### src/rtl/multi_timer_pkg.sv
// Shared register map, CTRL layout and helpers for the multi-channel timer.
// Optional build macro: MULTI_TIMER_WATCHDOG_EN (enables CTRL[3] wd_mode storage).
package multi_timer_pkg;

  localparam logic [15:0] CH_STRIDE    = 16'h0010;
  localparam logic [15:0] OFF_CTRL     = 16'h0000;
  localparam logic [15:0] OFF_LOAD     = 16'h0004;
  localparam logic [15:0] OFF_THRES    = 16'h0008;
  localparam logic [15:0] OFF_COUNT    = 16'h000C;
  localparam logic [15:0] OFF_STATUS   = 16'h0100;
  localparam logic [15:0] OFF_IRQ_EN   = 16'h0104;
  localparam logic [15:0] OFF_PRESCALE = 16'h0108;
  localparam logic [15:0] OFF_WD_KICK  = 16'h010C;

  localparam int CTRL_EN  = 0;
  localparam int CTRL_AR  = 1;
  localparam int CTRL_PWM = 2;
  localparam int CTRL_WD  = 3;

  typedef struct packed {
    logic wd_mode;
    logic pwm_en;
    logic auto_reload;
    logic en;
  } ctrl_t;

  // Without the watchdog build, wd_mode is never stored so it reads back as 0.
  function automatic ctrl_t ctrl_from_bits(input logic [3:0] bits);
    ctrl_t c;
    c = bits;
`ifndef MULTI_TIMER_WATCHDOG_EN
    c.wd_mode = 1'b0;
`endif
    return c;
  endfunction

endpackage

### src/rtl/timer_channel.sv
// One timer channel: reloadable down-counter, PWM generator and expiry pulse.
module timer_channel
  import multi_timer_pkg::*;
#(
  parameter int DATA_WIDTH = 32,
  parameter int PWM_WIDTH  = 8
) (
  input  logic                  clk,
  input  logic                  rst,
  input  logic                  tick_i,
  input  ctrl_t                 ctrl_i,
  input  logic                  en_next_i,
  input  logic                  start_i,
  input  logic [DATA_WIDTH-1:0] load_i,
  input  logic [PWM_WIDTH-1:0]  thres_i,
  output logic [DATA_WIDTH-1:0] count_o,
  output logic                  pwm_o,
  output logic                  expire_o
);

  logic [DATA_WIDTH-1:0] count_q;
  logic [PWM_WIDTH-1:0]  pwm_cnt_q;
  logic                  pwm_q;
  logic                  pwm_run_s;

  // A (re)load in the same cycle takes priority over and suppresses expiry.
  assign expire_o  = ctrl_i.en & en_next_i & ~start_i & tick_i & (count_q == DATA_WIDTH'(1));
  assign pwm_run_s = ctrl_i.en & ctrl_i.pwm_en & en_next_i;
  assign count_o   = count_q;
  assign pwm_o     = pwm_q;

  // Down-counter: cleared while disabled, reloaded on start, decremented on tick.
  always_ff @(posedge clk or negedge rst) begin
    if (!rst) begin
      count_q <= '0;
    end else if (!en_next_i) begin
      count_q <= '0;
    end else if (start_i) begin
      count_q <= load_i;
    end else if (expire_o) begin
      count_q <= (ctrl_i.auto_reload & ~ctrl_i.wd_mode) ? load_i : '0;
    end else if (tick_i && (count_q != '0)) begin
      count_q <= count_q - DATA_WIDTH'(1);
    end
  end

  // PWM counter and registered compare output.
  always_ff @(posedge clk or negedge rst) begin
    if (!rst) begin
      pwm_cnt_q <= '0;
      pwm_q     <= 1'b0;
    end else if (!pwm_run_s) begin
      pwm_cnt_q <= '0;
      pwm_q     <= 1'b0;
    end else begin
      pwm_q <= (pwm_cnt_q >= thres_i);
      if (tick_i) begin
        pwm_cnt_q <= pwm_cnt_q + PWM_WIDTH'(1);
      end
    end
  end

endmodule

### src/rtl/multi_timer.sv
// Multi-channel timer with shared prescaler, W1C status/irq and bus slave.
// Optional build macro: MULTI_TIMER_WATCHDOG_EN (channel 0 watchdog and WD_KICK).
module multi_timer
  import multi_timer_pkg::*;
#(
  parameter int                    DATA_WIDTH = 32,
  parameter int                    ADDR_WIDTH = 32,
  parameter int                    NUM_CH     = 4,
  parameter int                    PWM_WIDTH  = 8,
  parameter logic [ADDR_WIDTH-1:0] BASE_ADDR  = 32'h4000_0000
) (
  input  logic                  clk,
  input  logic                  rst,
  input  logic                  rd_en,
  input  logic                  wr_en,
  input  logic [ADDR_WIDTH-1:0] address,
  input  logic [DATA_WIDTH-1:0] wr_data,
  output logic [DATA_WIDTH-1:0] rd_data,
  output logic                  ready,
  output logic                  error,
  output logic [NUM_CH-1:0]     pwm,
  output logic                  irq,
  output logic                  wd_rst
);

  localparam logic [ADDR_WIDTH-1:0] CH_SPAN = ADDR_WIDTH'(NUM_CH) * ADDR_WIDTH'(CH_STRIDE);

  ctrl_t                 ctrl_q  [NUM_CH];
  logic [DATA_WIDTH-1:0] load_q  [NUM_CH];
  logic [PWM_WIDTH-1:0]  thres_q [NUM_CH];
  logic [DATA_WIDTH-1:0] count_s [NUM_CH];
  logic [NUM_CH-1:0]     status_q, irq_en_q, expire_s;
  logic [NUM_CH-1:0]     ctrl_wr_s, load_wr_s, thres_wr_s, en_next_s, start_s;
  logic [15:0]           prescale_q, psc_cnt_q;
  logic                  tick_s, status_w1c_s, irq_en_wr_s, presc_wr_s, kick_s, err_s;
  logic [DATA_WIDTH-1:0] rd_s;
  logic [ADDR_WIDTH-1:0] off_s;
  logic                  ch_area_s;
  logic [2:0]            ch_idx_s;
  logic [1:0]            ch_reg_s;

  assign off_s     = address - BASE_ADDR;
  assign ch_area_s = (off_s < CH_SPAN) && (off_s[1:0] == 2'b00);
  assign ch_idx_s  = off_s[6:4];
  assign ch_reg_s  = off_s[3:2];
  assign tick_s    = (psc_cnt_q == prescale_q);

  assign rd_data = rd_s;
  assign error   = err_s;
  assign ready   = 1'b1;
  assign irq     = |(status_q & irq_en_q);

  // Address decode: read mux, write strobes and bad-access flag.
  always_comb begin
    rd_s         = '0;
    err_s        = 1'b0;
    ctrl_wr_s    = '0;
    load_wr_s    = '0;
    thres_wr_s   = '0;
    status_w1c_s = 1'b0;
    irq_en_wr_s  = 1'b0;
    presc_wr_s   = 1'b0;
    kick_s       = 1'b0;
    if (rd_en && wr_en) begin
      err_s = 1'b1;
    end else if (rd_en || wr_en) begin
      if (ch_area_s) begin
        for (int n = 0; n < NUM_CH; n++) begin
          if (ch_idx_s == 3'(n)) begin
            case (ch_reg_s)
              2'd0: begin rd_s = DATA_WIDTH'(ctrl_q[n]);  ctrl_wr_s[n]  = wr_en; end
              2'd1: begin rd_s = load_q[n];               load_wr_s[n]  = wr_en; end
              2'd2: begin rd_s = DATA_WIDTH'(thres_q[n]); thres_wr_s[n] = wr_en; end
              default: begin rd_s = count_s[n]; err_s = wr_en; end
            endcase
          end else begin
            err_s = err_s;
          end
        end
      end else begin
        case (off_s)
          ADDR_WIDTH'(OFF_STATUS):   begin rd_s = DATA_WIDTH'(status_q);   status_w1c_s = wr_en; end
          ADDR_WIDTH'(OFF_IRQ_EN):   begin rd_s = DATA_WIDTH'(irq_en_q);   irq_en_wr_s  = wr_en; end
          ADDR_WIDTH'(OFF_PRESCALE): begin rd_s = DATA_WIDTH'(prescale_q); presc_wr_s   = wr_en; end
`ifdef MULTI_TIMER_WATCHDOG_EN
          ADDR_WIDTH'(OFF_WD_KICK):  kick_s = wr_en;
`else
          ADDR_WIDTH'(OFF_WD_KICK):  err_s  = wr_en;
`endif
          default: err_s = 1'b1;
        endcase
      end
      if (wr_en) begin
        rd_s = '0;
      end else begin
        rd_s = rd_s;
      end
    end else begin
      err_s = 1'b0;
    end
  end

  for (genvar n = 0; n < NUM_CH; n++) begin : g_ch
    assign en_next_s[n] = ctrl_wr_s[n] ? wr_data[CTRL_EN] : ctrl_q[n].en;
    // Start on enable rising, on LOAD write while running, or on a watchdog kick.
    assign start_s[n] = en_next_s[n] & (~ctrl_q[n].en | load_wr_s[n] |
                                        ((n == 0) & kick_s & ctrl_q[n].wd_mode));

    timer_channel #(
      .DATA_WIDTH (DATA_WIDTH),
      .PWM_WIDTH  (PWM_WIDTH)
    ) u_ch (
      .clk       (clk),
      .rst       (rst),
      .tick_i    (tick_s),
      .ctrl_i    (ctrl_q[n]),
      .en_next_i (en_next_s[n]),
      .start_i   (start_s[n]),
      .load_i    (load_wr_s[n] ? wr_data : load_q[n]),
      .thres_i   (thres_q[n]),
      .count_o   (count_s[n]),
      .pwm_o     (pwm[n]),
      .expire_o  (expire_s[n])
    );
  end

  // Register file, status W1C (set wins), prescaler.
  always_ff @(posedge clk or negedge rst) begin
    if (!rst) begin
      for (int n = 0; n < NUM_CH; n++) begin
        ctrl_q[n]  <= ctrl_from_bits(4'h0);
        load_q[n]  <= '0;
        thres_q[n] <= '0;
      end
      status_q   <= '0;
      irq_en_q   <= '0;
      prescale_q <= 16'h0000;
      psc_cnt_q  <= 16'h0000;
    end else begin
      for (int n = 0; n < NUM_CH; n++) begin
        if (ctrl_wr_s[n])  ctrl_q[n]  <= ctrl_from_bits(wr_data[3:0]);
        if (load_wr_s[n])  load_q[n]  <= wr_data;
        if (thres_wr_s[n]) thres_q[n] <= wr_data[PWM_WIDTH-1:0];
      end
      status_q <= (status_q & ~(status_w1c_s ? wr_data[NUM_CH-1:0] : {NUM_CH{1'b0}})) | expire_s;
      if (irq_en_wr_s) irq_en_q <= wr_data[NUM_CH-1:0];
      if (presc_wr_s) begin
        prescale_q <= wr_data[15:0];
        psc_cnt_q  <= 16'h0000;
      end else if (tick_s) begin
        psc_cnt_q  <= 16'h0000;
      end else begin
        psc_cnt_q  <= psc_cnt_q + 16'h0001;
      end
    end
  end

`ifdef MULTI_TIMER_WATCHDOG_EN
  logic wd_rst_q;

  // Sticky watchdog request on channel 0 expiry in wd_mode.
  always_ff @(posedge clk or negedge rst) begin
    if (!rst) begin
      wd_rst_q <= 1'b0;
    end else if (expire_s[0] && ctrl_q[0].wd_mode) begin
      wd_rst_q <= 1'b1;
    end
  end

  assign wd_rst = wd_rst_q;
`else
  assign wd_rst = 1'b0;
`endif

endmodule

### config.mk
export PLATFORM = sky130hd
export DESIGN_NAME = multi_timer
export DESIGN_NICKNAME = d
export VERILOG_FILES = /design/src/rtl/multi_timer_pkg.sv /design/src/rtl/timer_channel.sv /design/src/rtl/multi_timer.sv
export SDC_FILE = /design/constraint.sdc
export NUM_CORES = 1
export LEC_CHECK = 0
export BUFFER_PORTS_ARGS = -buffer_cell sky130_fd_sc_hd__buf_2
export CORE_UTILIZATION = 50
export CTS_BUF_LIST = sky130_fd_sc_hd__clkbuf_8
export DETAILED_ROUTE_END_ITERATION = 7
export HOLD_SLACK_MARGIN = 0.15
export PLACE_DENSITY = 0.76
export SLEW_MARGIN = 30
export SYNTH_ARGS = -nofsm -noshare
export SYNTH_HDL_FRONTEND = slang
export SYNTH_HIERARCHICAL = 1
export SYNTH_SLANG_ARGS = --single-unit
### constraint.sdc
create_clock -name clk -period 11.67 [get_ports clk]
set_input_delay 2.334 -clock clk [delete_from_list [all_inputs] [get_ports clk]]
set_output_delay 2.334 -clock clk [all_outputs]
set_load 0.01 [all_outputs]
* Yosys cells after proc, flatten, opt, wreduce, memory -nomap -nowiden
Index checks and enable logic that the tools add are counted.
** Cells by class
- Equality and inequality tests :: 22
- Bitwise logic cells :: 44
- Mux-type cells :: 104
- Add/sub/neg operators :: 10
- Reduce and logical (&&, ||, !) cells :: 17
- $lt $le $gt $ge :: 5
** Operators with widths (number)
- 32-bit 2-to-1 mux :: 32
- 32-bit case mux with 3 select lines :: 4
- 32-bit by 1-bit equality test with 1-bit output, second input constant :: 4
- 32-bit by 9-bit equality test with 1-bit output, second input constant :: 4
- 32-bit nonzero test :: 4
- 32-bit by 1-bit subtractor with 32-bit output, second input constant :: 4
- 8-bit 2-to-1 mux :: 8
- 16-bit case mux with 3 select lines :: 1
- 1-bit 2-to-1 mux :: 46
- 4-bit 2-to-1 mux :: 10
- 8-bit by 1-bit adder with 8-bit output, second input constant :: 4
- 8-bit >= comparator :: 4
- 32-bit by 7-bit less-than comparator with 1-bit output, second input constant :: 1
- 16-bit 2-to-1 mux :: 2
- 32-bit by 31-bit subtractor with 32-bit output, second input constant :: 1
- 1-bit bitwise AND :: 28
- 16-bit by 1-bit adder with 16-bit output, second input constant :: 1
- 16-bit equality test :: 1
- 4-bit != test, second input constant :: 4
- 4-bit bitwise AND :: 2
- 1-bit NOT :: 8
- 3-bit by 2-bit equality test with 1-bit output, second input constant :: 2
- 1-bit logical AND :: 6
- 2-bit != test, second input constant :: 3
- other kinds (13) :: 18
** Storage, ports and cells
- Logic and storage cells :: 238
- Output and inout bits :: 40
- Bits in registers :: 376

* Logic depth before layout (Yosys ltp)
Gate-level depths: netlist of run 1.
- Word-level depth :: 16
- Gate-level depth with buffers :: 17
- Depth with buffers taken out :: 12

* Hierarchy
Netlist of run 1, hierarchy kept.
** By module, submodules not included
- multi_timer :: instances 1, cells each 866, area an instance 11641.2 um^2
- timer_channel (g_ch[1].u_ch ...) :: instances 2, cells each 346, area an instance 2941.6 um^2
- timer_channel (g_ch[3].u_ch) :: instances 1, cells each 345, area an instance 3001.6 um^2
- timer_channel (g_ch[0].u_ch) :: instances 1, cells each 332, area an instance 2891.5 um^2

* Worst setup path before layout of run 1
Ideal clock, no wire load.
- Path type :: input-to-output
- Start :: in address[15]
- End :: out rd_data[20]
- Path slack :: 5033 ps
- Arrival :: 4303 ps
- Stages :: 7
- Path through :: or4_4 -> or3_1 -> buf_6 -> or3_2 -> clkbuf_1 -> clkbuf_1 -> nor2_1
** On the way
- Cells in the longest elaborated chain, start to end :: 7
** RTL lines
- start: declaration :: RTL line multi_timer.sv:16 : input logic [ADDR_WIDTH-1:0] address,
- 32-bit by 31-bit subtractor with 32-bit output :: RTL line multi_timer.sv:42 : assign off_s = address - BASE_ADDR;
- 32-bit by 7-bit less-than comparator with 1-bit output :: RTL line multi_timer.sv:43 : assign ch_area_s = (off_s < CH_SPAN) && (off_s[1:0] == 2'b00);
- 1-bit logical AND :: RTL line multi_timer.sv:43
- 32-bit 2-to-1 mux :: RTL line multi_timer.sv:67 : if (ch_area_s) begin
- 32-bit 2-to-1 mux :: RTL line multi_timer.sv:93 : if (wr_en) begin
- 32-bit 2-to-1 mux :: RTL line multi_timer.sv:66 : end else if (rd_en || wr_en) begin
- 32-bit 2-to-1 mux :: RTL line multi_timer.sv:64 : if (rd_en && wr_en) begin
- end: declaration :: RTL line multi_timer.sv:18 : output logic [DATA_WIDTH-1:0] rd_data,
Every way passes these cells.

* Worst setup path after layout of run 1
- Start :: in address[5]
- End :: out rd_data[5]
** On the way
- Cells in the longest elaborated chain, start to end :: 10
** RTL lines (RTL line)
- 32-bit by 31-bit subtractor with 32-bit output * :: multi_timer.sv:42
- branches (longest 5 deep; another with 32-bit by 7-bit less-than comparator with 1-bit output)
- 32-bit 2-to-1 mux * :: multi_timer.sv:67
- 32-bit 2-to-1 mux * :: multi_timer.sv:93
- 32-bit 2-to-1 mux * :: multi_timer.sv:66
- 32-bit 2-to-1 mux * :: multi_timer.sv:64
Mark *: on every way between the ends.

==> results of run 1 <==
-- worst max-delay path, delay by kind of cell --
family / cells / cell delay (ns)
AOI/OAI and AO/OA: 2 / 0.37
buffers and inverters: 2 / 0.51
and+or+nand+nor: 4 / 2.18
-- per-stage QoR --
stage | power, uW | hold slack, ns | instance area [um2] | utilization (%)
finish | 2670 | 0.511 | 25400 | 55.6
global placement | 1430 | 0.495 | 24100 | 52.6
floorplan | 1370 | 0.471 | 23400 | -
global route | 2760 | 0.534 | 25400 | 55.6
detailed placement | 1440 | 0.502 | 24100 | 52.6
CTS | 2690 | 0.515 | 25400 | 55.5
-- worst max path at each step --
stage / cells past startpoint / end / slack, ns
floorplan: 7 / rd_data[20] / 5.03
global placement: 8 / rd_data[5] / 3.96
detailed placement: 12 / g_ch[3].u_ch/count_o[25] / 3.88
CTS: 8 / rd_data[5] / 3.92
global route: 8 / rd_data[5] / 3.68
finish: 8 / rd_data[5] / 3.93
-- synth_stat cells (all sizes together), types with 5 or more instances --
master / count
nand3: 49
xnor2: 37
a211oi: 14
nand4: 50
nor4: 61
or3: 25
dfrtp: 376
o21ai: 134
xor2: 54
and2: 17
nor3: 50
or4: 26
a21oi: 144
mux2: 219
a22oi: 24
nor2b: 12
ha: 45
nand2b: 13
a32o: 5
a32oi: 13
nor2: 190
o22ai: 11
inv: 71
a41oi: 10
and4: 9
o21a: 11
o31ai: 9
nor3b: 15
and3: 13
mux2i: 36
o211a: 24
clkbuf: 66
a221oi: 35
a21o: 23
nand2: 118
mux4: 54
a31oi: 23
a22o: 9
or2: 8
a21boi: 6
nor4b: 6
buf: 75
-- flip-flops by register name, summed over array words and instances (netlist names) --
register,flops
prescale_q,16
irq_en_q,4
g_ch.u_ch/pwm_o,4
thres_q,32
g_ch.u_ch/pwm_cnt_q,32
ctrl_q,12
status_q,4
g_ch.u_ch/count_o,128
load_q,128
psc_cnt_q,16
-- kinds of logic after synthesis --
| kind of cell | Yosys count |
|---|---|
| flops | 376 |
| xor+xnor | 91 |
| fa+ha+maj | 45 |
| mux | 309 |
| compound gates | 526 |
| buf+inv | 213 |
| simple gates | 673 |
| other cells | 2 |
-- power breakdown --
| part | internal, uW | switching [uW] | leakage (uW) | total [uW] |
|---|---|---|---|---|
| sequential | 1300 | 0.00000993 | 0.00526 | 1300 |
| clock | 686 | 576 | 0.000755 | 1260 |
| combinational | 26.6 | 82.2 | 0.00596 | 109 |
-- layer usage --
layer | share of wire (%) | GRT usage (%) | wire length (um)
met1 | 39 | 40.1 | 27900
met2 | 46 | 46.1 | 33000
met3 | 11 | 6.90 | 7530
met4 | 4.5 | 14.4 | 3260
met5 | 0 | 0 | 0
-- layout make-up --
type,count,area (um2),share of cell area [%]
well taps,600,751,2.95
clock inverters,33,208,0.816
flip-flops and latches,376,9410,37.0
repair buffers,123,692,2.72
multi-input cells,1650,13000,51.0
clock buffers,83,1140,4.49
inverters,71,267,1.05
-- layout by cell type (no fill, tap or decap), drive strengths merged, types with 10 or more instances in the layout --
cell type  count
dfrtp        376
mux2         219
nor2         190
a21oi        144
o21ai        134
buf          123
nand2        118
inv           91
clkbuf        83
nor4          61
xor2          54
mux4          54
nor3          50
nand4         50
nand3         49
ha            45
xnor2         37
mux2i         36
a221oi        35
or4           26
or3           25
a22oi         24
o211a         24
a21o          23
a31oi         23
and2          17
nor3b         15
a211oi        14
and3          13
nand2b        13
a32oi         13
nor2b         12
o22ai         11
o21a          11
a41oi         10
==> summary by stage, run 1 <==
Pwr
The worst-case IR drop observed on VDD is 0.000100 V. The static leakage is 0.0120 uW. The areal power density over the cells is 105 nW/um2.

Worst setup path
The worst register-to-register path begins at psc_cnt_q[11]. The critical-path maximum fanout is 32. The start point of the critical path is address[5]. By instance count, the cell type seen most on the critical path is sky130_fd_sc_hd__buf_2. The delay of the slowest cell on the worst path is 0.78 ns.

The endpoint arrival time on the critical path is 5.41 ns. The data required time of the worst path is 9.34 ns. The reg-to-reg endpoint is g_ch[3].u_ch/count_o[25].

For this design, the slowest cell found on the critical path is sky130_fd_sc_hd__nor4_1. The minimum setup slack among reg-to-reg paths is 7.37 ns. The worst setup path is captured at an output port. The critical path goes through buf_2, nor3_1, nand2_1, nor4_1, and3_1, a21oi_1, a31oi_1, buf_2. The setup path with the least slack is of type primary input to output port. The depth of the worst register-to-register path is 11. The startpoint class of the critical path is a primary input.

Clock tree
Buffers added to address setup during post-CTS repair amount to 0. CTS saw 376 sinks. The post-cts hold buffer count is 0. The clock passes through at most 3 buffers. After clock tree synthesis, the clock-pin slew on the worst setup and hold paths is 0.05 ns.

The number of CTS-inserted buffers is 67. The CTS tree is built. In this run, post-CTS repair resized a total of 0 instances. The latest clock arrival within the worst-skew pair is 0.63 ns. The number of H-tree levels is 3. In this run the clock root is driven by a sky130_fd_sc_hd__clkbuf_8.

Final layout
For this run, the number of standard cells in the final layout without fillers is 2936. The number of antenna diodes in the final layout is 0. The number of nets in the layout is 2402. The fraction of layout instances using a drive strength above 1 is 23.9%. Fill cells in the final layout number 3780. Relative to the synthesized area, the layout overhead comes to 8.65%.

GRT
Entering global routing, the biggest net connects 150 pins. The global-route wire length before repair is 111000 um. The initial antenna violation count is 0. Global routing consumed, over all layers together, 30.0% of the routing resources.

After global routing the overflow that remains totals 0. The via count of the first global-routing pass is 19.2k.

Placed design
The worst setup slack after placement is 3.88 ns. At the end of routability-driven placement, the weighted congestion stood at 0.958. The post-detailed-placement half-perimeter wirelength is 48800 um. The count of buffers inserted at the top-level ports is 105. The number of placed instances, taps included, is 2820.

Routing
The number of detailed-route iterations in the first pass is 7. After detailed routing, the average wire length per cell comes to 24.4 um. The detail-routed via count per cell is 6.70.

In the routed design, unresolved DRC markers number 0. The detailed router placed 19.7k vias in this run. The violation count after the first detailed-route iteration is 2601.

The number of nets with antenna violations after routing is 0. Summed over all layers, the routed wires come to 71700 um.

Synthesis
Summing the areas of all xor and xnor instances in the mapped netlist gives 3.40% of the synthesized area. The Yosys step of the flow raised 6 warnings. The netlist uses 97 different library cells.

The mean post-synth cell area is 10.5 um2. The area share of the largest cell type after synthesis is 40.2%. The leading area contributor after synthesis is sky130_fd_sc_hd__dfrtp_1. Measured against the total synthesized area, the mux share comes to 18.2%. The fraction of the yosys area taken by sequential cells is 40.2%. The compound-cell area share of the yosys netlist is 15.1%. The leading register cell type out of synthesis is sky130_fd_sc_hd__dfrtp_1. The adder-cell share of the synthesized area is 2.40%.

The post-synthesis cell area is 23400 um2. Synthesis inferred 376 register bits. The count of flip-flops with a built-in enable after synthesis is 0. The combinational family with the most area after synthesis is multiplexers.

After synthesis, the cell types taking the most area are sky130_fd_sc_hd__dfrtp_1 40%, sky130_fd_sc_hd__mux2_2 7.0%, sky130_fd_sc_hd__mux4_2 5.2%, sky130_fd_sc_hd__mux2_4 3.8%, sky130_fd_sc_hd__a21oi_1 3.1%. The area fraction in and, or, nand and nor cells after synthesis is 16.0%. The post-synthesis cell count is 2235.

For this run, asynchronously set or reset flops after synthesis account for 100%.

STA
Setup repair after global routing left no endpoint under its margin. The final critical path takes up 66.4% of the cycle. The number of endpoints with negative hold slack in the final report is 0.

The relative slew slack is 34.7%. Across all setup checks in the final design, the least slack found is 3.93 ns. The max-slew violation count was 0.

The total of endpoints with negative setup slack in the final report is 0. Based on the critical path, the design can be clocked at up to 129 MHz. The time the final worst path needs with I/O delays and setup is 7.74 ns. Clock skew on the completed layout was measured at 0.0347 ns. The setup TNS is 0 ns. At the pin with the least slew margin, the transition time is 0.970 ns.

Min path
The tightest min-delay check is of the register to register type. The end point of the worst hold path is load_q[94]. Along the worst hold path, the cell count comes to 1.

The startpoint identified for the worst hold timing path is load_q[94].

Run status
The run finished with clean final reports.

Floorplanning
The floorplan has 78 rows. The initial standard-cell utilization of the core is 51.2%. In this run the count of I/O pins placed on the die edge is 108. The die covers 47700 um2.

In this run the vertical extent of the chip is 218 um. The horizontal extent of the die is 218 um. The core region area is 45800 um2.

Run
The tool flagged a number of max-cap violations equal to 0.
No activity file was read; power rests on OpenSTA's default activity.
==> inputs of run 2 (changes only) <==
- clock period: 11.67 -> 7.8 ns (I/O delays scaled with it)
==> summary by stage, run 2 (synthesis gave the netlist of run 1 again) <==
Run status
The flow ran to the end, and the final reports show no timing, DRC or antenna violations.

STA
The number of endpoints with negative hold slack in the final report came to 0. The total of endpoints with negative setup slack in the final report is 0. For the pin with the worst max-slew slack, the measured transition is 1.04 ns. For this run, the top clock speed supported by timing is 173 MHz. The time the final worst path needs with I/O delays and setup is 5.77 ns. The clock arrives with 0.0212 ns of skew.

The hold slack is 0.515 ns. Setup repair after global routing left no endpoint under its margin. The setup TNS is 0 ns. Across all setup checks in the final design, the least slack found is 2.03 ns. The max-slew violation count is 0. After layout, the worst path uses 74.0% of the clock period. The relative slew slack is 30.2%.

Clock tree
The number of H-tree levels is 3. The clock tree buffer depth is 3. The CTS tree is built. At the later pin of the worst-skew pair, clock insertion delay measures 0.64 ns. The number of cells upsized or downsized after cts is 0.

TritonCTS created 66 clock buffers. The post-CTS setup repair buffer count is 0. The clock sink count is 376.

After clock tree synthesis, the flow added hold-fix buffers numbering 0. After clock tree synthesis, the clock-pin slew on the worst setup and hold paths is 0.05 ns. The cell sitting at the root of the clock tree is a sky130_fd_sc_hd__clkbuf_8.

Pwr
The switching share of power is 24.4%. Summed over all cells, the static leakage comes to 0.0121 uW. The logic gate share of total power is 4.1%.

The peak supply drop is 0.000106 V. The switching power of the nets is 981 uW. Sequential cells account for 48.5% of the total power. The areal power density over the cells is 157 nW/um2.

The cell internal power dissipation is 3040 uW. The clock network is responsible for 47.4% of the overall power.

Routing
In this run, the number of DRC markers left after iteration 0 of detailed routing was 2314. After detailed routing, the number of remaining DRC violations is 0. Dividing the detail-routed wire length by the instance count gives 24.3 um. For this run, the detailed router's first-pass iteration total came to 6. Summed over all layers, the routed wires come to 71700 um.

The number of vias after detailed routing is 19.7k. The number of nets with antenna violations after routing is 0. The detail-routed via count per cell is 6.67.

Floorplanning
From bottom edge to top edge, the die measures 218 um. The core region area is 45800 um2. The full die area is 47700 um2.

The floorplan has 78 rows. Pin placement for this block handled 108 I/O pins. The initial standard-cell utilization of the core is 51.2%. The horizontal extent of the die is 218 um.

Final layout
The library cells used most frequently in the layout, excluding fill and tap cells, are 376 x sky130_fd_sc_hd__dfrtp_1, 184 x sky130_fd_sc_hd__nor2_1, 145 x sky130_fd_sc_hd__mux2_2. Leaving out fill and tap cells, the most frequent cell in the layout is sky130_fd_sc_hd__dfrtp_1. Measured on the finished design, the core utilization comes to 55.8%. The synthesis-to-layout area growth is 9.10%.

For this run, the number of standard cells in the final layout without fillers is 2946. In the final design database the tool counted 2416 nets. The post-route netlist has 24.1% of its cells at a drive strength greater than 1.

Worst setup path
The startpoint class of the critical path is a primary input. The critical path's most frequent cell is sky130_fd_sc_hd__buf_4. The largest individual stage delay along the critical path comes from the cell sky130_fd_sc_hd__mux4_2. The worst register-to-register path begins at psc_cnt_q[13]. Data on the critical path is required at its endpoint by 6.24 ns. The start point of the critical path is address[3].

In this design, the largest share of critical-path delay is due to buffers and inverters. Along the worst path, the maximum fanout reaches 38. The critical path capture point type is an output port.

The critical path goes through buf_4, buf_4, buf_4, mux4_2, mux2i_1, nor2_1, buf_2. The delay of the slowest cell on the worst path is 0.59 ns. The worst setup path category is primary input to output port. The number of buffers and inverters on the critical path is 4. STA puts the critical path data arrival time at 4.21 ns.

Placed design
Once placement completed, the tool counted placed cells totaling 2834. The HPWL after detailed placement is 49400 um. The weighted congestion at the end of routability-driven global placement is 0.957.

The worst setup slack after placement is 1.35 ns. The count of buffers inserted at the top-level ports is 105.

Min path
The startpoint identified for the worst hold timing path is load_q[94]. The path class of the tightest hold or removal check is register to register.

GRT
The total grt overflow is 0. The via count of the first global-routing pass is 19.3k. The initial antenna violation count is 1. Entering global routing, the biggest net connects 177 pins. The global-route wire length before repair is 112000 um.

The global-route usage over all layers is 30.3%.

Run
The number of max-capacitance violations reported is 0.
==> run 2: power by group through the flow <==
stage / logic (uW) / registers, uW / clock network, uW
floorplan: 60.8 / 1990 / 0
global placement: 160 / 1990 / 0
detailed placement: 162 / 1990 / 0
CTS: 163 / 1950 / 1920
global route: 177 / 1950 / 2020
finish: 166 / 1950 / 1910
==> run 2: layout make-up <==
cell class / instances / area [um2]
Fill cell: 3836 / 20200
Multi-Input combinational cell: 1650 / 13000
Sequential cell: 376 / 9410
Clock buffer: 83 / 1140
Timing Repair Buffer: 138 / 825
Tap cell: 600 / 751
Inverter: 71 / 267
Clock inverter: 27 / 195
Antenna cell: 1 / 2.50
==> run 2: metrics by stage <==
step                      total power, uW  cell area, um2
after global placement               2150           24200
after floorplan                      2050           23400
after detailed placement             2150           24200
final                                4020           25500
after global routing                 4140           25500
after CTS                            4040           25500
==> run 2: worst paths after layout <==
| kind | slack, ns | to | depth (start not counted) |
|---|---|---|---|
| min | 0.52 | load_q[94] | 1 |
| min reg2reg | 0.52 | load_q[94] | 1 |
| min in group asynchronous | 0.88 | load_q[20] | 1 |
| max | 2.03 | rd_data[31] | 7 |
| max in group asynchronous | 5.54 | g_ch[1].u_ch/count_o[4] | 3 |
| max reg2reg | 3.71 | g_ch[3].u_ch/count_o[25] | 11 |
==> run 2: metal layers <==
metal  part of all wire [%]  global-route usage [%]
met1                     39                    39.9
met2                     47                    47.1
met3                    9.3                    6.11
met4                    4.9                    15.8
met5                      0                       0
